$ cat src/rtl/interlaced_sync_generator_if.sv
// Timing bus for the interlaced sync generator: pixel enable in, composite sync,
// field identity and raster position out.
interface interlaced_sync_generator_if;
  logic       pixelClockX1_en;
  logic       hSync;
  logic       vSync;
  logic       isFieldOdd;
  logic       fieldStart;
  logic [9:0] pixelCount;
  logic [9:0] lineCount;

  modport master (
    input  pixelClockX1_en,
    output hSync,
    output vSync,
    output isFieldOdd,
    output fieldStart,
    output pixelCount,
    output lineCount
  );

  modport slave (
    output pixelClockX1_en,
    input  hSync,
    input  vSync,
    input  isFieldOdd,
    input  fieldStart,
    input  pixelCount,
    input  lineCount
  );
endinterface

$ cat src/rtl/interlaced_sync_generator.sv
// Interlaced hSync/vSync/field generator; field identity is encoded by the phase
// of the vSync fall relative to hSync (line start for odd, mid-line for even).
module interlaced_sync_generator #(
  parameter int H_TOTAL         = 864,
  parameter int H_SYNC_WIDTH    = 64,
  parameter int LINES_PER_FRAME = 625,
  parameter int V_SYNC_LINES    = 3
) (
  input  logic                          pixelClockX6,
  input  logic                          reset,
  interlaced_sync_generator_if.master   sync
);

  localparam int F2 = (LINES_PER_FRAME - 1) / 2;
  localparam int HM = H_TOTAL / 2;

  localparam logic [9:0] PIX_LAST    = 10'(H_TOTAL - 1);
  localparam logic [9:0] LINE_LAST   = 10'(LINES_PER_FRAME - 1);
  localparam logic [9:0] HSYNC_END   = 10'(H_SYNC_WIDTH);
  localparam logic [9:0] F1_VS_END   = 10'(V_SYNC_LINES);
  localparam logic [9:0] F2_LINE     = 10'(F2);
  localparam logic [9:0] F2_VS_END   = 10'(F2 + V_SYNC_LINES);
  localparam logic [9:0] HALF_LINE   = 10'(HM);

  if (H_TOTAL < 4 || H_TOTAL > 1024 || (H_TOTAL % 2) != 0) begin : g_bad_h_total
    $error("H_TOTAL must be even and within 4..1024");
  end
  if (H_SYNC_WIDTH < 1 || H_SYNC_WIDTH > HM - 1) begin : g_bad_h_sync
    $error("H_SYNC_WIDTH must be within 1..H_TOTAL/2-1");
  end
  if (LINES_PER_FRAME < 5 || LINES_PER_FRAME > 1024 || (LINES_PER_FRAME % 2) != 1) begin : g_bad_lines
    $error("LINES_PER_FRAME must be odd and within 5..1024");
  end
  if (V_SYNC_LINES < 1 || V_SYNC_LINES > F2 - 1) begin : g_bad_v_sync
    $error("V_SYNC_LINES must be within 1..(LINES_PER_FRAME-1)/2-1");
  end

  logic [9:0] pixel_count_q, pixel_count_d;
  logic [9:0] line_count_q,  line_count_d;
  logic       hsync_q,       hsync_d;
  logic       vsync_q,       vsync_d;
  logic       field_odd_q,   field_odd_d;
  logic       field_start_q, field_start_d;

  logic [9:0] pix_nxt;
  logic [9:0] line_nxt;
  logic       line_wrap;
  logic       f1_vs_low;
  logic       f2_vs_low;
  logic       hsync_nxt;
  logic       vsync_nxt;
  logic       vsync_fall;

  // Next raster position and its decode; sync outputs describe the new position.
  always_comb begin
    line_wrap  = (pixel_count_q == PIX_LAST);
    pix_nxt    = line_wrap ? 10'd0 : pixel_count_q + 10'd1;
    line_nxt   = line_count_q;
    if (line_wrap) begin
      line_nxt = (line_count_q == LINE_LAST) ? 10'd0 : line_count_q + 10'd1;
    end

    hsync_nxt  = (pix_nxt >= HSYNC_END);
    f1_vs_low  = (line_nxt < F1_VS_END);
    f2_vs_low  = ((line_nxt == F2_LINE) && (pix_nxt >= HALF_LINE)) ||
                 ((line_nxt >  F2_LINE) && (line_nxt < F2_VS_END)) ||
                 ((line_nxt == F2_VS_END) && (pix_nxt < HALF_LINE));
    vsync_nxt  = !(f1_vs_low || f2_vs_low);
    vsync_fall = vsync_q && !vsync_nxt;
  end

  always_comb begin
    pixel_count_d = pixel_count_q;
    line_count_d  = line_count_q;
    hsync_d       = hsync_q;
    vsync_d       = vsync_q;
    field_odd_d   = field_odd_q;
    field_start_d = 1'b0;
    if (sync.pixelClockX1_en) begin
      pixel_count_d = pix_nxt;
      line_count_d  = line_nxt;
      hsync_d       = hsync_nxt;
      vsync_d       = vsync_nxt;
      field_start_d = vsync_fall;
      // Field flag flips only on the vSync fall that opens each field.
      if (vsync_fall && (line_nxt == 10'd0)) begin
        field_odd_d = 1'b1;
      end else if (vsync_fall && (line_nxt == F2_LINE)) begin
        field_odd_d = 1'b0;
      end
    end
  end

  // Reset parks the raster on the last tick of a frame so the first enabled
  // edge opens field 1 at (0,0).
  always_ff @(posedge pixelClockX6) begin
    if (reset) begin
      pixel_count_q <= PIX_LAST;
      line_count_q  <= LINE_LAST;
      hsync_q       <= 1'b1;
      vsync_q       <= 1'b1;
      field_odd_q   <= 1'b0;
      field_start_q <= 1'b0;
    end else begin
      pixel_count_q <= pixel_count_d;
      line_count_q  <= line_count_d;
      hsync_q       <= hsync_d;
      vsync_q       <= vsync_d;
      field_odd_q   <= field_odd_d;
      field_start_q <= field_start_d;
    end
  end

  assign sync.pixelCount = pixel_count_q;
  assign sync.lineCount  = line_count_q;
  assign sync.hSync      = hsync_q;
  assign sync.vSync      = vsync_q;
  assign sync.isFieldOdd = field_odd_q;
  assign sync.fieldStart = field_start_q;

endmodule

$ cat src/flat_wrapper.sv
// flat-port wrapper written by rule: the top's interface ports become plain ports
module interlaced_sync_generator_flat 
#(
  parameter int H_TOTAL         = 864,
  parameter int H_SYNC_WIDTH    = 64,
  parameter int LINES_PER_FRAME = 625,
  parameter int V_SYNC_LINES    = 3
)
  (pixelClockX6, reset, sync_pixelClockX1_en, sync_hSync, sync_vSync, sync_isFieldOdd, sync_fieldStart, sync_pixelCount, sync_lineCount);
  interlaced_sync_generator_if sync_i ();
  input  logic pixelClockX6;
  input  logic reset;
  input wire logic [$bits(sync_i.pixelClockX1_en)-1:0] sync_pixelClockX1_en;
  output wire logic [$bits(sync_i.hSync)-1:0] sync_hSync;
  output wire logic [$bits(sync_i.vSync)-1:0] sync_vSync;
  output wire logic [$bits(sync_i.isFieldOdd)-1:0] sync_isFieldOdd;
  output wire logic [$bits(sync_i.fieldStart)-1:0] sync_fieldStart;
  output wire logic [$bits(sync_i.pixelCount)-1:0] sync_pixelCount;
  output wire logic [$bits(sync_i.lineCount)-1:0] sync_lineCount;
  assign sync_i.pixelClockX1_en = sync_pixelClockX1_en;
  assign sync_hSync = sync_i.hSync;
  assign sync_vSync = sync_i.vSync;
  assign sync_isFieldOdd = sync_i.isFieldOdd;
  assign sync_fieldStart = sync_i.fieldStart;
  assign sync_pixelCount = sync_i.pixelCount;
  assign sync_lineCount = sync_i.lineCount;
  interlaced_sync_generator #(.H_TOTAL(H_TOTAL), .H_SYNC_WIDTH(H_SYNC_WIDTH), .LINES_PER_FRAME(LINES_PER_FRAME), .V_SYNC_LINES(V_SYNC_LINES)) u_core (.pixelClockX6(pixelClockX6), .reset(reset), .sync(sync_i));
endmodule
$ cat config.mk
export PLATFORM = sky130hd
export DESIGN_NAME = interlaced_sync_generator_flat
export DESIGN_NICKNAME = d
export VERILOG_FILES = /design/src/rtl/interlaced_sync_generator_if.sv /design/src/rtl/interlaced_sync_generator.sv /design/src/flat_wrapper.sv
export SDC_FILE = /design/constraint.sdc
export NUM_CORES = 1
export LEC_CHECK = 0
export BUFFER_PORTS_ARGS = -buffer_cell sky130_fd_sc_hd__buf_2
export CAP_MARGIN = 10
export CORE_UTILIZATION = 50
export DETAILED_ROUTE_END_ITERATION = 8
export GPL_TIMING_DRIVEN = 1
export PLACE_DENSITY = 0.79
export SLEW_MARGIN = 20
export SYNTH_ARGS = -nofsm -noshare
export SYNTH_HDL_FRONTEND = slang
export SYNTH_SLANG_ARGS = --single-unit
$ cat constraint.sdc
create_clock -name pixelClockX6 -period 2.35 [get_ports pixelClockX6]
set_input_delay 0.3525 -clock pixelClockX6 [delete_from_list [all_inputs] [get_ports pixelClockX6]]
set_output_delay 0.3525 -clock pixelClockX6 [all_outputs]
set_load 0.05 [all_outputs]
; ---- Word level (Yosys, flattened, before mapping)
; Index checks and enable logic that the tools add are counted.
[op_classes]
n_addsub = 2
magnitude_cmp = 6
n_eq_ne = 4
muxes = 5
n_bitwise = 1
n_reduce_logical = 14
[ops]
columns = cell, n
row1 = 2-to-1 mux 10 bit, 3
row2 = adder 10 x 1 -> 10 bit (second input constant), 2
row3 = == test 10 bit (second input constant), 2
row4 = == test 10 x 9 -> 1 bit (second input constant), 2
row5 = less-than comparator 10 x 9 -> 1 bit (second input constant), 2
row6 = greater-or-equal comparator 10 x 7 -> 1 bit (second input constant), 1
row7 = greater-or-equal comparator 10 x 9 -> 1 bit (second input constant), 1
row8 = greater-than comparator 10 x 9 -> 1 bit (second input constant), 1
row9 = zero test 10 bit, 1
row10 = less-than comparator 10 x 2 -> 1 bit (second input constant), 1
row11 = logical AND 1 bit, 6
row12 = logical OR 1 bit, 3
row13 = 2-to-1 mux 1 bit, 2
row14 = AND reduction 2 bit, 1
row15 = nonzero test 2 bit, 1
row16 = OR reduction 2 bit, 1
row17 = zero test 1 bit, 1
row18 = inverter 1 bit, 1
[word_totals]
regBits = 24
input_bits = 3
out_inout_bits = 24

; ---- Logic depth before layout (Yosys ltp)
; Gate-level depths: netlist of the first run.
[depth]
depth_word = 12
mapped_depth = 11
depth_no_buf = 9

; ---- Worst setup path before layout of the first run
; No wires, ideal clock.
[synth_path]
path_type = register -> register
from = register u_core.pixel_count_q[0] (netlist: u_core.sync.pixelCount[0])
to = register u_core.field_start_q (netlist: u_core.sync.fieldStart)
arrival_ns = 2.350
setup_slack_ns = -0.113
path_stages_with_launch = 8
path_buffers = 0
synth_period_minus_slack_ns = 2.463
path_cell_list = dfxtp_1 > ha_1 > nand4_1 > nor4_2 > mux2i_1 > o211a_1 > o211ai_1 > a2111oi_1
[synth_via]
elab_chain_cells = 8
[synth_lines]
columns = item, line_no
row1 = from (decl), interlaced_sync_generator.sv:38  ; logic [9:0] pixel_count_q, pixel_count_d;
row2 = from (signal assigned), interlaced_sync_generator.sv:105  ; pixel_count_q <= pixel_count_d;
row3 = adder 10 x 1 -> 10 bit or == test 10 bit (tied branches), "interlaced_sync_generator.sv:57, interlaced_sync_generator.sv:56"
row4 = "2-to-1 mux 10 bit, on equally long branches", "interlaced_sync_generator.sv:57, interlaced_sync_generator.sv:59"
row5 = greater-or-equal comparator 10 x 9 -> 1 bit (tied with other cells), interlaced_sync_generator.sv:65  ; f2_vs_low = ((line_nxt == F2_LINE) && (pix_nxt >= HALF_LINE)) ||
row6 = "logical AND 1 bit, on equally long branches", "interlaced_sync_generator.sv:65, interlaced_sync_generator.sv:66"
row7 = logical OR 1 bit, interlaced_sync_generator.sv:65
row8 = logical OR 1 bit, interlaced_sync_generator.sv:66  ; ((line_nxt > F2_LINE) && (line_nxt < F2_VS_END)) ||
row9 = logical OR 1 bit *, interlaced_sync_generator.sv:68  ; vsync_nxt = !(f1_vs_low || f2_vs_low);
row10 = logical AND 1 bit *, interlaced_sync_generator.sv:69  ; vsync_fall = vsync_q && !vsync_nxt;
row11 = to (signal assigned), interlaced_sync_generator.sv:110  ; field_start_q <= field_start_d;
row12 = to (decl), interlaced_sync_generator.sv:43  ; logic field_start_q, field_start_d;
; Every way passes the cells marked *; elsewhere a longest branch is shown, timed or not.
; A chain may end at the register's enable or synchronous reset.

; ---- Worst setup path in the final report of the first run
[layout_path]
from = register u_core.line_count_q[0] (netlist: u_core.sync.lineCount[0])
to = register u_core.field_start_q (netlist: u_core.sync.fieldStart)
[layout_via]
elab_chain_cells = 9
[layout_lines]
columns = item, line_no
row1 = from (decl), interlaced_sync_generator.sv:39  ; logic [9:0] line_count_q, line_count_d;
row2 = from (signal assigned), interlaced_sync_generator.sv:106  ; line_count_q <= line_count_d;
row3 = adder 10 x 1 -> 10 bit or == test 10 bit (tied branches), interlaced_sync_generator.sv:60  ; line_nxt = (line_count_q == LINE_LAST) ? 10'd0 : line_count_q + 10'd1;
row4 = 2-to-1 mux 10 bit, interlaced_sync_generator.sv:60
row5 = 2-to-1 mux 10 bit *, interlaced_sync_generator.sv:59  ; if (line_wrap) begin
row6 = greater-than comparator 10 x 9 -> 1 bit (tied with other cells), interlaced_sync_generator.sv:66
row7 = "logical AND 1 bit, on equally long branches", "interlaced_sync_generator.sv:66, interlaced_sync_generator.sv:65"
row8 = logical OR 1 bit, interlaced_sync_generator.sv:65
row9 = logical OR 1 bit, interlaced_sync_generator.sv:66
row10 = logical OR 1 bit *, interlaced_sync_generator.sv:68
row11 = logical AND 1 bit *, interlaced_sync_generator.sv:69
; Marks and branches as above.

==> impl_results.html, run 1 <==
<table>
<tr><th>Metric</th><th>Value</th></tr>
<tr><th colspan="2">STA</th></tr>
<tr><td>Post-Route Skew</td><td>around 0.0086 ns</td></tr>
<tr><td>Setup-violating endpoint count in the final report</td><td>0</td></tr>
<tr><td>Fin crit share</td><td>93.7%</td></tr>
<tr><td>Final max-slew violation count</td><td>0</td></tr>
<tr><td>Hold Vio Cnt, Final</td><td>0</td></tr>
<tr><td>Tightest Pin Transition</td><td>between 0.4 and 0.5 ns</td></tr>
<tr><td>Max transition margin</td><td>a little under three quarters</td></tr>
<tr><td>Post-route setup TNS</td><td>0 ns</td></tr>
<tr><td>Post-route minimum period</td><td>roughly 2.2 ns</td></tr>
<tr><td>Maximum clock rate</td><td>approximately 450 MHz</td></tr>
<tr><th colspan="2">Die</th></tr>
<tr><td>Number of top-level pins</td><td>27</td></tr>
<tr><td>Starting Density</td><td>between 50% and 60%</td></tr>
<tr><td>Area of the die</td><td>3640 um2</td></tr>
<tr><td>Die height</td><td>about 60 um</td></tr>
<tr><td>Area inside the core boundary</td><td>~3200 um2</td></tr>
<tr><td>Number of standard-cell rows in the floorplan</td><td>20</td></tr>
<tr><td>Die width</td><td>60.4 um</td></tr>
<tr><th colspan="2">Final layout</th></tr>
<tr><td>Layout overhead on the synthesized area</td><td>13.2%</td></tr>
<tr><td>FF/Latch Area</td><td>between 400 and 500 um2</td></tr>
<tr><td>Final-layout fill cell count</td><td>just over 300</td></tr>
<tr><td>Antenna diode count</td><td>0</td></tr>
<tr><td>Nets@finish</td><td>252</td></tr>
<tr><td>Share of layout cells above drive strength 1</td><td>about 25%</td></tr>
<tr><td>Area of the multi-input gates</td><td>roughly 1100 um2</td></tr>
<tr><th colspan="2">Min path</th></tr>
<tr><td>Origin of the worst min-delay path</td><td>reset</td></tr>
<tr><td>Worst hold-check path type</td><td>input port to flip-flop</td></tr>
<tr><th colspan="2">Synthesis</th></tr>
<tr><td>Synthesis-stage register bit count</td><td>24</td></tr>
<tr><td>Post-synth top area share</td><td>between 20% and 30%</td></tr>
<tr><td>Share of synthesized registers carrying an async set or reset</td><td>0%</td></tr>
<tr><td>Warning count from the yosys run</td><td>0</td></tr>
<tr><td>Number of nets in the synthesized netlist</td><td>~230</td></tr>
<tr><td>Cell variety after synth</td><td>a little over 50</td></tr>
<tr><td>Most common flop cell mapped by yosys</td><td>sky130_fd_sc_hd__dfxtp_1</td></tr>
<tr><td>Post-Syn Area per Cell</td><td>7.57 um2</td></tr>
<tr><td>Count of mapped cells out of synthesis</td><td>roughly 230</td></tr>
<tr><td>Sequential fraction of the synthesis area</td><td>28.2%</td></tr>
<tr><td>Count of flip-flops with a built-in enable after synthesis</td><td>0</td></tr>
<tr><td>Largest area contributor in the netlist</td><td>sky130_fd_sc_hd__dfxtp_1</td></tr>
<tr><td>Most used standard cell by instance count after synthesis</td><td>sky130_fd_sc_hd__dfxtp_1</td></tr>
<tr><td>Largest cells by area after synthesis</td><td>sky130_fd_sc_hd__dfxtp_1 28%, sky130_fd_sc_hd__nor2_1 5.1%, sky130_fd_sc_hd__nand4_1 3.7%</td></tr>
<tr><td>Cell area after technology mapping</td><td>1700 um2</td></tr>
<tr><td>Post-synth top cells</td><td>24 x sky130_fd_sc_hd__dfxtp_1, 23 x sky130_fd_sc_hd__nor2_1, 16 x sky130_fd_sc_hd__nand2_1</td></tr>
<tr><th colspan="2">Power and ir drop</th></tr>
<tr><td>Switching power as a share of total power</td><td>between 40% and 50%</td></tr>
<tr><td>Pwr/cell area</td><td>653 nW/um2</td></tr>
<tr><td>Peak supply drop</td><td>0.455 mV</td></tr>
<tr><td>Static Leakage</td><td>about 0.80 nW</td></tr>
<tr><td>Seq pwr share</td><td>roughly two fifths</td></tr>
<tr><td>Internal power component</td><td>approximately 0.7 mW</td></tr>
<tr><td>Clock network fraction of total power</td><td>~14%</td></tr>
<tr><td>Total chip power</td><td>approximately 1.3 mW</td></tr>
<tr><td>Power share of the combinational group</td><td>between 40% and 50%</td></tr>
<tr><td>Switching power total</td><td>roughly 0.56 mW</td></tr>
<tr><th colspan="2">Clock network</th></tr>
<tr><td>Source-to-sink clock delay at the later pin of the worst-skew pair</td><td>between 0.3 and 0.4 ns</td></tr>
<tr><td>CTS tree</td><td>yes</td></tr>
<tr><td>Number of levels in the clock H-tree</td><td>1</td></tr>
<tr><td>Hold bufs inserted after CTS</td><td>0</td></tr>
<tr><td>Number of instances resized during post-cts repair</td><td>1</td></tr>
<tr><td>Number of buffers on the longest clock path</td><td>2</td></tr>
<tr><td>Total setup buffers inserted after CTS</td><td>0</td></tr>
<tr><td>Number of buffers created by CTS</td><td>3</td></tr>
<tr><td>Clock input transition at the sequential cells of the worst setup and hold paths</td><td>0.13 ns</td></tr>
<tr><td>CTS Root Buffer Type</td><td>sky130_fd_sc_hd__clkbuf_4</td></tr>
<tr><td>CTS sink cnt</td><td>24</td></tr>
<tr><th colspan="2">Route</th></tr>
<tr><td>Aggregate routed wire length</td><td>4120 um</td></tr>
<tr><td>Total number of vias</td><td>between 1500 and 2000</td></tr>
<tr><td>Drc violations</td><td>0</td></tr>
<tr><td>Avg WL per Cell</td><td>14.3 um</td></tr>
<tr><td>Iter 0 DRT Violations</td><td>between 100 and 150</td></tr>
<tr><td>Count of TritonRoute iterations in the first routing pass</td><td>4</td></tr>
<tr><td>Number of routed nets with antenna violations</td><td>0</td></tr>
<tr><td>Vias per inst</td><td>approximately 6</td></tr>
<tr><th colspan="2">Global routing</th></tr>
<tr><td>Pin count of the biggest net entering global routing</td><td>25</td></tr>
<tr><td>GRT Util Overall</td><td>roughly a quarter</td></tr>
<tr><td>Antenna violations before repair</td><td>0</td></tr>
<tr><td>Vias in the first global route</td><td>around 1500</td></tr>
<tr><td>Wire length of the first global-routing pass</td><td>6650 um</td></tr>
<tr><td>Overflow after GRT</td><td>0</td></tr>
<tr><th colspan="2">Worst setup path</th></tr>
<tr><td>Start of the worst register-to-register path</td><td>u_core.sync.lineCount[0]</td></tr>
<tr><td>CP Cell Sequence</td><td>ha_1, nand4_1, nor4_2, buf_4, mux2i_1, o211a_1, o211ai_1, a2111oi_1</td></tr>
<tr><td>Kind of cell adding the most delay to the critical path</td><td>compound AO/OA/AOI/OAI gates</td></tr>
<tr><td>Worst setup EP type</td><td>flip-flop</td></tr>
<tr><td>Buffer and inverter count on the worst path</td><td>1</td></tr>
<tr><td>Critical-path top delay cell</td><td>sky130_fd_sc_hd__dfxtp_2</td></tr>
<tr><td>Required time worst endpoint</td><td>between 2 and 3 ns</td></tr>
<tr><td>Launching element type of the critical path</td><td>flip-flop</td></tr>
<tr><td>Max incr delay on CP</td><td>~0.43 ns</td></tr>
<tr><td>Worst setup path category</td><td>flip-flop to flip-flop</td></tr>
<tr><td>Critical Path Start</td><td>u_core.sync.lineCount[0]</td></tr>
<tr><td>Arr. time, crit path</td><td>between 2 and 2.5 ns</td></tr>
<tr><td>Maximum fanout along the worst path</td><td>9</td></tr>
<tr><th colspan="2">Placement</th></tr>
<tr><td>Global placer's final weighted congestion</td><td>between 0.9 and 1</td></tr>
<tr><td>HPWL after detailed placement</td><td>2940 um</td></tr>
<tr><td>Count of input and output buffers</td><td>26</td></tr>
<tr><th colspan="2">Flow run</th></tr>
<tr><td>Max-cap violation count</td><td>0</td></tr>
<tr><th colspan="2">Outcome</th></tr>
<tr><td>Outcome</td><td>finished clean</td></tr>
</table>
==> power by group through the flow <==
stage          logic [mW]  clock network [mW]  registers [mW]
2_1_floorplan       0.349                   0           0.607
3_3_place_gp        0.531                   0           0.520
3_5_place_dp        0.535                   0           0.521
4_1_cts             0.538               0.191           0.512
5_1_grt             0.601               0.211           0.526
6_report            0.562               0.182           0.515
==> flip-flops by register name, summed over array words and instances, names as in the netlist <==
register / flops
u_core.sync.vSync: 1
u_core.sync.pixelCount: 10
u_core.sync.lineCount: 10
u_core.sync.hSync: 1
u_core.sync.isFieldOdd: 1
u_core.sync.fieldStart: 1
==> worst paths after layout <==
| kind | depth (start not counted) | endpoint | slack [ns] |
|---|---|---|---|
| hold / removal | 2 | u_core.sync.lineCount[3] | 0.45 |
| hold reg to reg | 2 | u_core.sync.isFieldOdd | 0.49 |
| setup / recovery | 8 | u_core.sync.fieldStart | 0.15 |
| setup reg to reg | 8 | u_core.sync.fieldStart | 0.15 |
==> cell families after synthesis <==
family | after synthesis | share of synthesized area, %
simple gates | 96 | 30.9
compound gates | 60 | 23.5
buf+inv | 29 | 8.01
flops | 24 | 28.2
xor+xnor | 8 | 4.11
mux | 4 | 2.35
fa+ha+maj | 4 | 2.94
==> cell usage in the layout, fill, tap and decap left out, drive strengths merged, types with 3 or more instances in the layout <==
cell,count
nand4,10
a31oi,5
nand2,16
nor3,7
dfxtp,24
nor4,3
nand3,11
o21ai,16
a21oi,12
ha,4
a211o,4
o21bai,5
nand2b,3
mux2i,4
or3,3
and3,6
xor2,6
buf,38
nor2b,4
clkbuf,3
nor2,23
inv,5
and4,3
==> metrics by stage <==
| stage | setup WS, ns | util [%] | instances | hold WS (ns) | cell area, um2 |
|---|---|---|---|---|---|
| CTS | 0.0556 | 60.2 | 287 | 0.443 | 1900 |
| finish | 0.148 | 61.2 | 287 | 0.448 | 1930 |
| floorplan | 0.00332 | - | 225 | 0.429 | 1710 |
| global route | -0.0580 | 61.2 | 287 | 0.477 | 1930 |
| global placement | 0.129 | 59.4 | 284 | 0.471 | 1870 |
| detailed placement | -0.00128 | 59.4 | 284 | 0.470 | 1870 |
==> routing by layer <==
metal	track usage, %	wire [um]
met1	33.6	1910
met2	37.0	1910
met3	4.69	266
met4	5.98	23
met5	0	0
==> area by class of cell <==
cell class / count / area share [%]
clock buffer: 3 / 1.17
inverter: 6 / 1.17
multi-input combinational: 172 / 57.9
sequential: 24 / 25.5
tap: 44 / 2.86
timing repair buffer: 38 / 11.4
Power figures use the tool's default switching activity.
==> inputs of run 2 (changes only) <==
--- a/config.mk
+++ b/config.mk
@@ -10,7 +10,7 @@
 export CORE_UTILIZATION = 50
 export DETAILED_ROUTE_END_ITERATION = 8
 export GPL_TIMING_DRIVEN = 1
-export PLACE_DENSITY = 0.79
+export PLACE_DENSITY = 0.72
 export SLEW_MARGIN = 20
 export SYNTH_ARGS = -nofsm -noshare
 export SYNTH_HDL_FRONTEND = slang
==> impl_results.html, run 2 (synthesized netlist as in run 1, its figures left out) <==
<table>
<tr><th>Metric</th><th>Value</th></tr>
<tr><th colspan="2">Die</th></tr>
<tr><td>Area inside the core boundary</td><td>3150 um2 (unchanged)</td></tr>
<tr><td>Starting Density</td><td>54.0% (unchanged)</td></tr>
<tr><td>Area of the die</td><td>3640 um2 (unchanged)</td></tr>
<tr><td>Number of standard-cell rows in the floorplan</td><td>20 (unchanged)</td></tr>
<tr><td>Die height</td><td>60.4 um (unchanged)</td></tr>
<tr><td>Die width</td><td>60.4 um (unchanged)</td></tr>
<tr><td>Number of top-level pins</td><td>27 (unchanged)</td></tr>
<tr><th colspan="2">Placement</th></tr>
<tr><td>Placement Cell Area</td><td>1880 um2 (+0.40%)</td></tr>
<tr><td>Global placer's final weighted congestion</td><td>0.919 (-0.27%)</td></tr>
<tr><td>HPWL after detailed placement</td><td>2860 um (-2.8%)</td></tr>
<tr><td>Placement-stage worst setup slack</td><td>0.146 ns (+0.147 ns)</td></tr>
<tr><td>Count of input and output buffers</td><td>26 (unchanged)</td></tr>
<tr><th colspan="2">Clock network</th></tr>
<tr><td>CTS Root Buffer Type</td><td>sky130_fd_sc_hd__clkbuf_4</td></tr>
<tr><td>CTS sink cnt</td><td>24 (unchanged)</td></tr>
<tr><td>Number of levels in the clock H-tree</td><td>1 (unchanged)</td></tr>
<tr><td>CTS tree</td><td>yes</td></tr>
<tr><td>Number of buffers on the longest clock path</td><td>2 (unchanged)</td></tr>
<tr><td>Number of buffers created by CTS</td><td>3 (unchanged)</td></tr>
<tr><td>Hold bufs inserted after CTS</td><td>0 (unchanged)</td></tr>
<tr><td>Source-to-sink clock delay at the later pin of the worst-skew pair</td><td>0.33 ns (about the same)</td></tr>
<tr><td>Clock input transition at the sequential cells of the worst setup and hold paths</td><td>0.15 ns (+0.02 ns)</td></tr>
<tr><th colspan="2">Final layout</th></tr>
<tr><td>Antenna diode count</td><td>0 (unchanged)</td></tr>
<tr><td>Share of layout cells above drive strength 1</td><td>26.1% (+1.4 points)</td></tr>
<tr><td>Area of the multi-input gates</td><td>1110 um2 (-0.34%)</td></tr>
<tr><td>End-of-flow core utilization</td><td>62.3% (+1.2 points)</td></tr>
<tr><td>Final-layout fill cell count</td><td>291 (-5.8%)</td></tr>
<tr><td>Most common cell after layout, fill and taps aside</td><td>sky130_fd_sc_hd__buf_2</td></tr>
<tr><td>Leading cell types in the layout, fill and taps excluded</td><td>26 x sky130_fd_sc_hd__buf_2, 22 x sky130_fd_sc_hd__nor2_1, 16 x sky130_fd_sc_hd__nand2_1</td></tr>
<tr><td>Layout overhead on the synthesized area</td><td>15.4%</td></tr>
<tr><td>Nets@finish</td><td>253 (+0.40%)</td></tr>
<tr><td>Design area</td><td>1970 um2 (+1.9%)</td></tr>
<tr><td>FF/Latch Area</td><td>495 um2 (+0.76%)</td></tr>
<tr><th colspan="2">Worst setup path</th></tr>
<tr><td>Worst reg2reg endpoint</td><td>u_core.sync.lineCount[9]</td></tr>
<tr><td>Worst setup path category</td><td>flip-flop to flip-flop</td></tr>
<tr><td>Worst setup EP type</td><td>flip-flop</td></tr>
<tr><td>Max incr delay on CP</td><td>0.41 ns (-0.02 ns)</td></tr>
<tr><td>CP Cell Sequence</td><td>ha_2, and3_1, nand3_2, nor3_1, and3_1, o21ai_1, a221o_1</td></tr>
<tr><td>Arr. time, crit path</td><td>2.42 ns (about the same)</td></tr>
<tr><td>Maximum fanout along the worst path</td><td>8 (-1)</td></tr>
<tr><td>Launching element type of the critical path</td><td>flip-flop</td></tr>
<tr><td>Logic depth of the worst register-to-register path</td><td>7 (-1)</td></tr>
<tr><td>Cell with the most instances on the worst path</td><td>sky130_fd_sc_hd__and3_1</td></tr>
<tr><td>Critical-path top delay cell</td><td>sky130_fd_sc_hd__dfxtp_4</td></tr>
<tr><td>Required time worst endpoint</td><td>2.59 ns (+0.04 ns)</td></tr>
<tr><td>Worst reg-to-reg setup slack</td><td>0.17 ns (+0.02 ns)</td></tr>
<tr><td>Start of the worst register-to-register path</td><td>u_core.sync.pixelCount[0]</td></tr>
<tr><th colspan="2">Route</th></tr>
<tr><td>Aggregate routed wire length</td><td>4150 um (+0.87%)</td></tr>
<tr><td>Avg WL per Cell</td><td>14.4 um (+0.18%)</td></tr>
<tr><td>Drc violations</td><td>0 (unchanged)</td></tr>
<tr><td>Count of TritonRoute iterations in the first routing pass</td><td>4 (unchanged)</td></tr>
<tr><td>Iter 0 DRT Violations</td><td>97 (-20%)</td></tr>
<tr><td>Total number of vias</td><td>1736 (+0.87%)</td></tr>
<tr><td>Vias per inst</td><td>6.01 (+0.17%)</td></tr>
<tr><td>Number of routed nets with antenna violations</td><td>0 (unchanged)</td></tr>
<tr><th colspan="2">STA</th></tr>
<tr><td>Final max-slew violation count</td><td>0 (unchanged)</td></tr>
<tr><td>Setup-violating endpoint count in the final report</td><td>0 (unchanged)</td></tr>
<tr><td>Tightest Pin Transition</td><td>0.467 ns (+0.0337 ns)</td></tr>
<tr><td>Worst setup margin</td><td>0.170 ns (+0.0221 ns)</td></tr>
<tr><td>Maximum clock rate</td><td>459 MHz (+1.0%)</td></tr>
<tr><td>Post-route minimum period</td><td>2.18 ns (-0.0221 ns)</td></tr>
<tr><td>Fin crit share</td><td>92.8% (-0.94 points)</td></tr>
<tr><td>Hold Vio Cnt, Final</td><td>0 (unchanged)</td></tr>
<tr><td>Post-Route Skew</td><td>0.00242 ns (-0.00618 ns)</td></tr>
<tr><td>Max transition margin</td><td>68.9% (-2.2 points)</td></tr>
<tr><th colspan="2">Power and ir drop</th></tr>
<tr><td>Total chip power</td><td>1.39 mW (+11%)</td></tr>
<tr><td>Peak supply drop</td><td>0.365 mV (-20%)</td></tr>
<tr><td>Pwr/cell area</td><td>709 nW/um2 (+8.6%)</td></tr>
<tr><td>Static Leakage</td><td>0.822 nW (+2.4%)</td></tr>
<tr><th colspan="2">Flow run</th></tr>
<tr><td>Max-cap violation count</td><td>0 (unchanged)</td></tr>
<tr><th colspan="2">Min path</th></tr>
<tr><td>Worst hold endpoint</td><td>u_core.sync.lineCount[0]</td></tr>
<tr><td>Worst hold-check path type</td><td>input port to flip-flop</td></tr>
<tr><td>Origin of the worst min-delay path</td><td>reset</td></tr>
<tr><td>Number of cells traversed by the worst hold path</td><td>2 (unchanged)</td></tr>
<tr><th colspan="2">Global routing</th></tr>
<tr><td>GRT Util Overall</td><td>24.6% (+0.78 points)</td></tr>
<tr><td>Overflow after GRT</td><td>0 (unchanged)</td></tr>
<tr><td>Antenna violations before repair</td><td>0 (unchanged)</td></tr>
<tr><td>Wire length of the first global-routing pass</td><td>6830 um (+2.7%)</td></tr>
<tr><td>Vias in the first global route</td><td>1475 (-1.5%)</td></tr>
<tr><td>Pin count of the biggest net entering global routing</td><td>25 (unchanged)</td></tr>
<tr><th colspan="2">Outcome</th></tr>
<tr><td>Outcome</td><td>finished clean</td></tr>
</table>
## run 2: area by class of cell
class	instances	share of cell area, %
Multi-Input combinational cell	172	56.6
Sequential cell	24	25.2
Timing Repair Buffer	39	11.6
Tap cell	44	2.80
Clock inverter	1	1.53
Clock buffer	3	1.15
Inverter	6	1.15
## run 2: how the worst max path moves through the flow
stage | from | to | slack [ns]
global route | u_core.sync.pixelCount[1] | u_core.sync.vSync | -0.03
finish | u_core.sync.pixelCount[0] | u_core.sync.lineCount[9] | 0.17
detailed placement | u_core.sync.lineCount[3] | u_core.sync.lineCount[9] | 0.15
CTS | u_core.sync.lineCount[0] | u_core.sync.fieldStart | 0.09
floorplan | u_core.sync.lineCount[2] | u_core.sync.fieldStart | 0.003
global placement | u_core.sync.lineCount[3] | u_core.sync.isFieldOdd | 0.14
## run 2: timing repair
item	in CTS	in global routing
resized for setup	0	12
setup buffers	0	0
setup endpoints to repair	0	4
## run 2: report_power, final
part	internal (mW)	switching, mW
combinational	0.191	0.370
sequential	0.447	0.0712
clock	0.173	0.144
## run 2: critical path, delay by kind of cell, from the launching register on
| family | cells | cell delay (ns) |
|---|---|---|
| flip-flops | 1 | 0.41 |
| AO/OA/AOI/OAI | 2 | 0.41 |
| AND/OR/NAND/NOR | 4 | 1.03 |
| adder cells (fa/ha/maj) | 1 | 0.23 |
## run 2: stage by stage
stage	cells	setup TNS (ns)	hold slack (ns)
global route	289	-0.0257	0.429
detailed placement	285	0	0.473
CTS	289	0	0.427
global placement	285	0	0.473
finish	289	0	0.438
floorplan	225	0	0.429
## run 2: routing by layer
layer	vias to the layer above	track usage (%)	wire, um
met4	0	11.0	85
met2	72	34.2	1760
met3	9	2.13	231
li1	858	-	-
met1	797	37.9	2080
met5	-	0	0
==> inputs of run 3 (changes only) <==
--- a/config.mk
+++ b/config.mk
@@ -5,13 +5,14 @@
 export SDC_FILE = /design/constraint.sdc
 export NUM_CORES = 1
 export LEC_CHECK = 0
+export ABC_AREA = 1
 export BUFFER_PORTS_ARGS = -buffer_cell sky130_fd_sc_hd__buf_2
 export CAP_MARGIN = 10
 export CORE_UTILIZATION = 50
 export DETAILED_ROUTE_END_ITERATION = 8
 export GPL_TIMING_DRIVEN = 1
 export PLACE_DENSITY = 0.72
-export SLEW_MARGIN = 20
+export SLEW_MARGIN = 40
 export SYNTH_ARGS = -nofsm -noshare
 export SYNTH_HDL_FRONTEND = slang
 export SYNTH_SLANG_ARGS = --single-unit
==> impl_results.html, run 3 <==
<table>
<tr><th>Metric</th><th>Value</th></tr>
<tr><th colspan="2">Die</th></tr>
<tr><td>Starting Density</td><td>52.3% (-1.7 points)</td></tr>
<tr><td>Area inside the core boundary</td><td>3340 um2 (+5.8%)</td></tr>
<tr><td>Number of top-level pins</td><td>27 (unchanged)</td></tr>
<tr><td>Die height</td><td>61.1 um (+1.2%)</td></tr>
<tr><td>Area of the die</td><td>3730 um2 (+2.3%)</td></tr>
<tr><td>Number of standard-cell rows in the floorplan</td><td>21 (+5.0%)</td></tr>
<tr><td>Die width</td><td>61.1 um (+1.2%)</td></tr>
<tr><th colspan="2">Global routing</th></tr>
<tr><td>Overflow after GRT</td><td>0 (unchanged)</td></tr>
<tr><td>Wire length of the first global-routing pass</td><td>7160 um (+4.8%)</td></tr>
<tr><td>Pin count of the biggest net entering global routing</td><td>25 (unchanged)</td></tr>
<tr><td>Vias in the first global route</td><td>1517 (+2.8%)</td></tr>
<tr><td>Antenna violations before repair</td><td>0 (unchanged)</td></tr>
<tr><td>GRT Util Overall</td><td>25.8% (+1.3 points)</td></tr>
<tr><th colspan="2">Clock network</th></tr>
<tr><td>Number of buffers on the longest clock path</td><td>2 (unchanged)</td></tr>
<tr><td>Clock input transition at the sequential cells of the worst setup and hold paths</td><td>0.14 ns (about the same)</td></tr>
<tr><td>Number of levels in the clock H-tree</td><td>1 (unchanged)</td></tr>
<tr><td>Number of buffers created by CTS</td><td>3 (unchanged)</td></tr>
<tr><td>Number of instances resized during post-cts repair</td><td>0 (unchanged)</td></tr>
<tr><td>Total setup buffers inserted after CTS</td><td>0 (unchanged)</td></tr>
<tr><td>Source-to-sink clock delay at the later pin of the worst-skew pair</td><td>0.32 ns (about the same)</td></tr>
<tr><td>CTS tree</td><td>yes</td></tr>
<tr><td>CTS sink cnt</td><td>24 (unchanged)</td></tr>
<tr><td>CTS Root Buffer Type</td><td>sky130_fd_sc_hd__clkbuf_4</td></tr>
<tr><td>Hold bufs inserted after CTS</td><td>0 (unchanged)</td></tr>
<tr><th colspan="2">Worst setup path</th></tr>
<tr><td>Worst reg2reg endpoint</td><td>u_core.sync.isFieldOdd</td></tr>
<tr><td>Logic depth of the worst register-to-register path</td><td>14 (+7)</td></tr>
<tr><td>CP Cell Sequence</td><td>ha_2, nand3_1, nor2_4, nand2_4, nor2_2, inv_2, nand3_2, nand2_1, nor2_2, nand3_2, nand3_2, nand3_1, nand2_1, nand2_1</td></tr>
<tr><td>Worst setup path category</td><td>flip-flop to flip-flop</td></tr>
<tr><td>Start of the worst register-to-register path</td><td>u_core.sync.pixelCount[1]</td></tr>
<tr><td>Worst setup EP type</td><td>flip-flop</td></tr>
<tr><td>Max incr delay on CP</td><td>0.41 ns (about the same)</td></tr>
<tr><td>Arr. time, crit path</td><td>2.34 ns (-0.08 ns)</td></tr>
<tr><td>Required time worst endpoint</td><td>2.57 ns (-0.02 ns)</td></tr>
<tr><td>Critical-path top delay cell</td><td>sky130_fd_sc_hd__dfxtp_2</td></tr>
<tr><td>Maximum fanout along the worst path</td><td>11 (+3)</td></tr>
<tr><td>Worst reg-to-reg setup slack</td><td>0.23 ns (+0.06 ns)</td></tr>
<tr><td>Launching element type of the critical path</td><td>flip-flop</td></tr>
<tr><th colspan="2">Power and ir drop</th></tr>
<tr><td>Static Leakage</td><td>1.02 nW (+24%)</td></tr>
<tr><td>Total chip power</td><td>1.11 mW (-20%)</td></tr>
<tr><td>Peak supply drop</td><td>0.306 mV (-16%)</td></tr>
<tr><td>Pwr/cell area</td><td>573 nW/um2 (-19%)</td></tr>
<tr><th colspan="2">STA</th></tr>
<tr><td>Post-Route Skew</td><td>0.00946 ns (+0.00704 ns)</td></tr>
<tr><td>Final max-slew violation count</td><td>0 (unchanged)</td></tr>
<tr><td>Worst hold margin</td><td>0.440 ns (+0.00183 ns)</td></tr>
<tr><td>Tightest Pin Transition</td><td>0.705 ns (+0.238 ns)</td></tr>
<tr><td>Max transition margin</td><td>52.9% (-16 points)</td></tr>
<tr><td>Post-route minimum period</td><td>2.12 ns (-0.0604 ns)</td></tr>
<tr><td>RSZ-0062 raised after global routing</td><td>false</td></tr>
<tr><td>Setup-violating endpoint count in the final report</td><td>0 (unchanged)</td></tr>
<tr><td>Fin crit share</td><td>90.2% (-2.6 points)</td></tr>
<tr><td>Post-route setup TNS</td><td>0 ns (unchanged)</td></tr>
<tr><td>Maximum clock rate</td><td>472 MHz (+2.9%)</td></tr>
<tr><td>Hold Vio Cnt, Final</td><td>0 (unchanged)</td></tr>
<tr><th colspan="2">Route</th></tr>
<tr><td>Vias per inst</td><td>5.23 (-13%)</td></tr>
<tr><td>Total number of vias</td><td>1836 (+5.8%)</td></tr>
<tr><td>Iter 0 DRT Violations</td><td>148 (+53%)</td></tr>
<tr><td>Aggregate routed wire length</td><td>4380 um (+5.6%)</td></tr>
<tr><td>Count of TritonRoute iterations in the first routing pass</td><td>7 (+3)</td></tr>
<tr><td>Number of routed nets with antenna violations</td><td>0 (unchanged)</td></tr>
<tr><td>Avg WL per Cell</td><td>12.5 um (-13%)</td></tr>
<tr><td>Drc violations</td><td>0 (unchanged)</td></tr>
<tr><th colspan="2">Final layout</th></tr>
<tr><td>Most common cell after layout, fill and taps aside</td><td>sky130_fd_sc_hd__nand2_1</td></tr>
<tr><td>Nets@finish</td><td>313 (+24%)</td></tr>
<tr><td>Layout overhead on the synthesized area</td><td>11.3%</td></tr>
<tr><td>Share of layout cells above drive strength 1</td><td>19.3% (-6.8 points)</td></tr>
<tr><td>End-of-flow core utilization</td><td>58.2% (-4.2 points)</td></tr>
<tr><td>Leading cell types in the layout, fill and taps excluded</td><td>85 x sky130_fd_sc_hd__nand2_1, 36 x sky130_fd_sc_hd__inv_1, 27 x sky130_fd_sc_hd__nand3_1</td></tr>
<tr><td>Antenna diode count</td><td>0 (unchanged)</td></tr>
<tr><th colspan="2">Placement</th></tr>
<tr><td>HPWL after detailed placement</td><td>3240 um (+13%)</td></tr>
<tr><td>Count of input and output buffers</td><td>26 (unchanged)</td></tr>
<tr><td>Global placer's final weighted congestion</td><td>0.871 (-5.2%)</td></tr>
<tr><th colspan="2">Synthesis</th></tr>
<tr><td>Largest area contributor in the netlist</td><td>sky130_fd_sc_hd__dfxtp_1</td></tr>
<tr><td>Number of nets in the synthesized netlist</td><td>290 (+25%)</td></tr>
<tr><td>Count of flip-flops with a built-in enable after synthesis</td><td>0 (unchanged)</td></tr>
<tr><td>Synthesis-stage register bit count</td><td>24 (unchanged)</td></tr>
<tr><td>Largest cells by area after synthesis</td><td>sky130_fd_sc_hd__dfxtp_1 28%, sky130_fd_sc_hd__nand2_1 18%, sky130_fd_sc_hd__inv_1 7.7%</td></tr>
<tr><td>Sequential fraction of the synthesis area</td><td>27.5% (-0.67 points)</td></tr>
<tr><td>Most used standard cell by instance count after synthesis</td><td>sky130_fd_sc_hd__nand2_1</td></tr>
<tr><td>Warning count from the yosys run</td><td>0 (unchanged)</td></tr>
<tr><td>Post-synth top area share</td><td>27.5% (-0.67 points)</td></tr>
<tr><td>Share of synthesized registers carrying an async set or reset</td><td>0% (unchanged)</td></tr>
<tr><td>Post-Syn Area per Cell</td><td>6.16 um2 (-19%)</td></tr>
<tr><td>Cell variety after synth</td><td>25 (-51%)</td></tr>
<tr><td>Count of mapped cells out of synthesis</td><td>283 (+26%)</td></tr>
<tr><td>Cell area after technology mapping</td><td>1740 um2 (+2.4%)</td></tr>
<tr><td>Post-synth top cells</td><td>85 x sky130_fd_sc_hd__nand2_1, 36 x sky130_fd_sc_hd__inv_1, 27 x sky130_fd_sc_hd__nand3_1</td></tr>
<tr><td>Most common flop cell mapped by yosys</td><td>sky130_fd_sc_hd__dfxtp_1</td></tr>
<tr><th colspan="2">Min path</th></tr>
<tr><td>Worst hold endpoint</td><td>u_core.sync.pixelCount[6]</td></tr>
<tr><td>Origin of the worst min-delay path</td><td>reset</td></tr>
<tr><td>Number of cells traversed by the worst hold path</td><td>3 (+1)</td></tr>
<tr><td>Worst hold-check path type</td><td>input port to flip-flop</td></tr>
<tr><th colspan="2">Flow run</th></tr>
<tr><td>Max-cap violation count</td><td>0 (unchanged)</td></tr>
<tr><th colspan="2">Outcome</th></tr>
<tr><td>Outcome</td><td>finished clean</td></tr>
</table>
==> run 3: cell count changes after synthesis, sizes merged, moves of 5 or more <==
cell,delta
nand2,+72
nand3,+24
xor2,-6
nor2,+6
o21ai,+7
a31oi,-5
inv,+34
buf,-11
nor3,-6
and3,-5
==> run 3: metrics by stage <==
step | area (um2) | std cells | worst slack [ns]
after floorplan | 1750 | 283 | 0.00977
after global placement | 1890 | 347 | 0.147
after detailed placement | 1890 | 347 | 0.0798
after CTS | 1920 | 351 | 0.0577
after global routing | 1940 | 351 | 0.00566
final | 1940 | 351 | 0.231
==> run 3: final cells by class <==
class | count | area [um2]
Clock buffer | 4 | 36.3
Fill cell | 356 | 1400
Inverter | 39 | 146
Tap cell | 46 | 57.6
Multi-Input combinational cell | 212 | 1090
Sequential cell | 24 | 483
Timing Repair Buffer | 26 | 130
==> run 3: metal layers <==
metal	share of wire, %	vias to the layer above	GRT usage [%]
met5	0	-	0
met4	0.91	0	7.79
met3	6.4	4	3.15
met2	44	59	38.4
met1	49	812	38.9
li1	-	961	-
==> run 3: cell families (layout without fill, tap and decap cells) <==
group                      after synthesis  after routing  synth area share, %
adders and majority gates                4              4                 2.87
DFF                                     24             24                 27.5
buffers and inverters                   47             69                 11.0
AOI/OAI and AO/OA                       44             44                 13.7
and+or+nand+nor                        164            164                 44.9
==> run 3: report_power, final <==
part | internal (mW) | total [mW] | leakage, nW | switching, mW
Clock | 0.0946 | 0.222 | 0.0210 | 0.128
Sequential | 0.436 | 0.484 | 0.198 | 0.0478
Combinational | 0.106 | 0.406 | 0.796 | 0.301
==> run 3: worst max-delay path, delay by kind of cell (launching register included) <==
family | cells | cell delay [ns]
fa+ha+maj | 1 | 0.23
flops | 1 | 0.41
simple gates | 12 | 1.31
buf+inv | 1 | 0.07
==> run 3: worst max path at each step <==
stage | startpoint | to | slack [ns] | cells after the start
3_5_place_dp | u_core.sync.pixelCount[0] | u_core.sync.isFieldOdd | 0.08 | 12
6_report | u_core.sync.pixelCount[1] | u_core.sync.isFieldOdd | 0.23 | 14
4_1_cts | u_core.sync.pixelCount[0] | u_core.sync.isFieldOdd | 0.06 | 12
3_3_place_gp | u_core.sync.pixelCount[0] | u_core.sync.isFieldOdd | 0.15 | 12
2_1_floorplan | u_core.sync.pixelCount[0] | u_core.sync.isFieldOdd | 0.01 | 15
5_1_grt | u_core.sync.pixelCount[1] | u_core.sync.isFieldOdd | 0.006 | 16
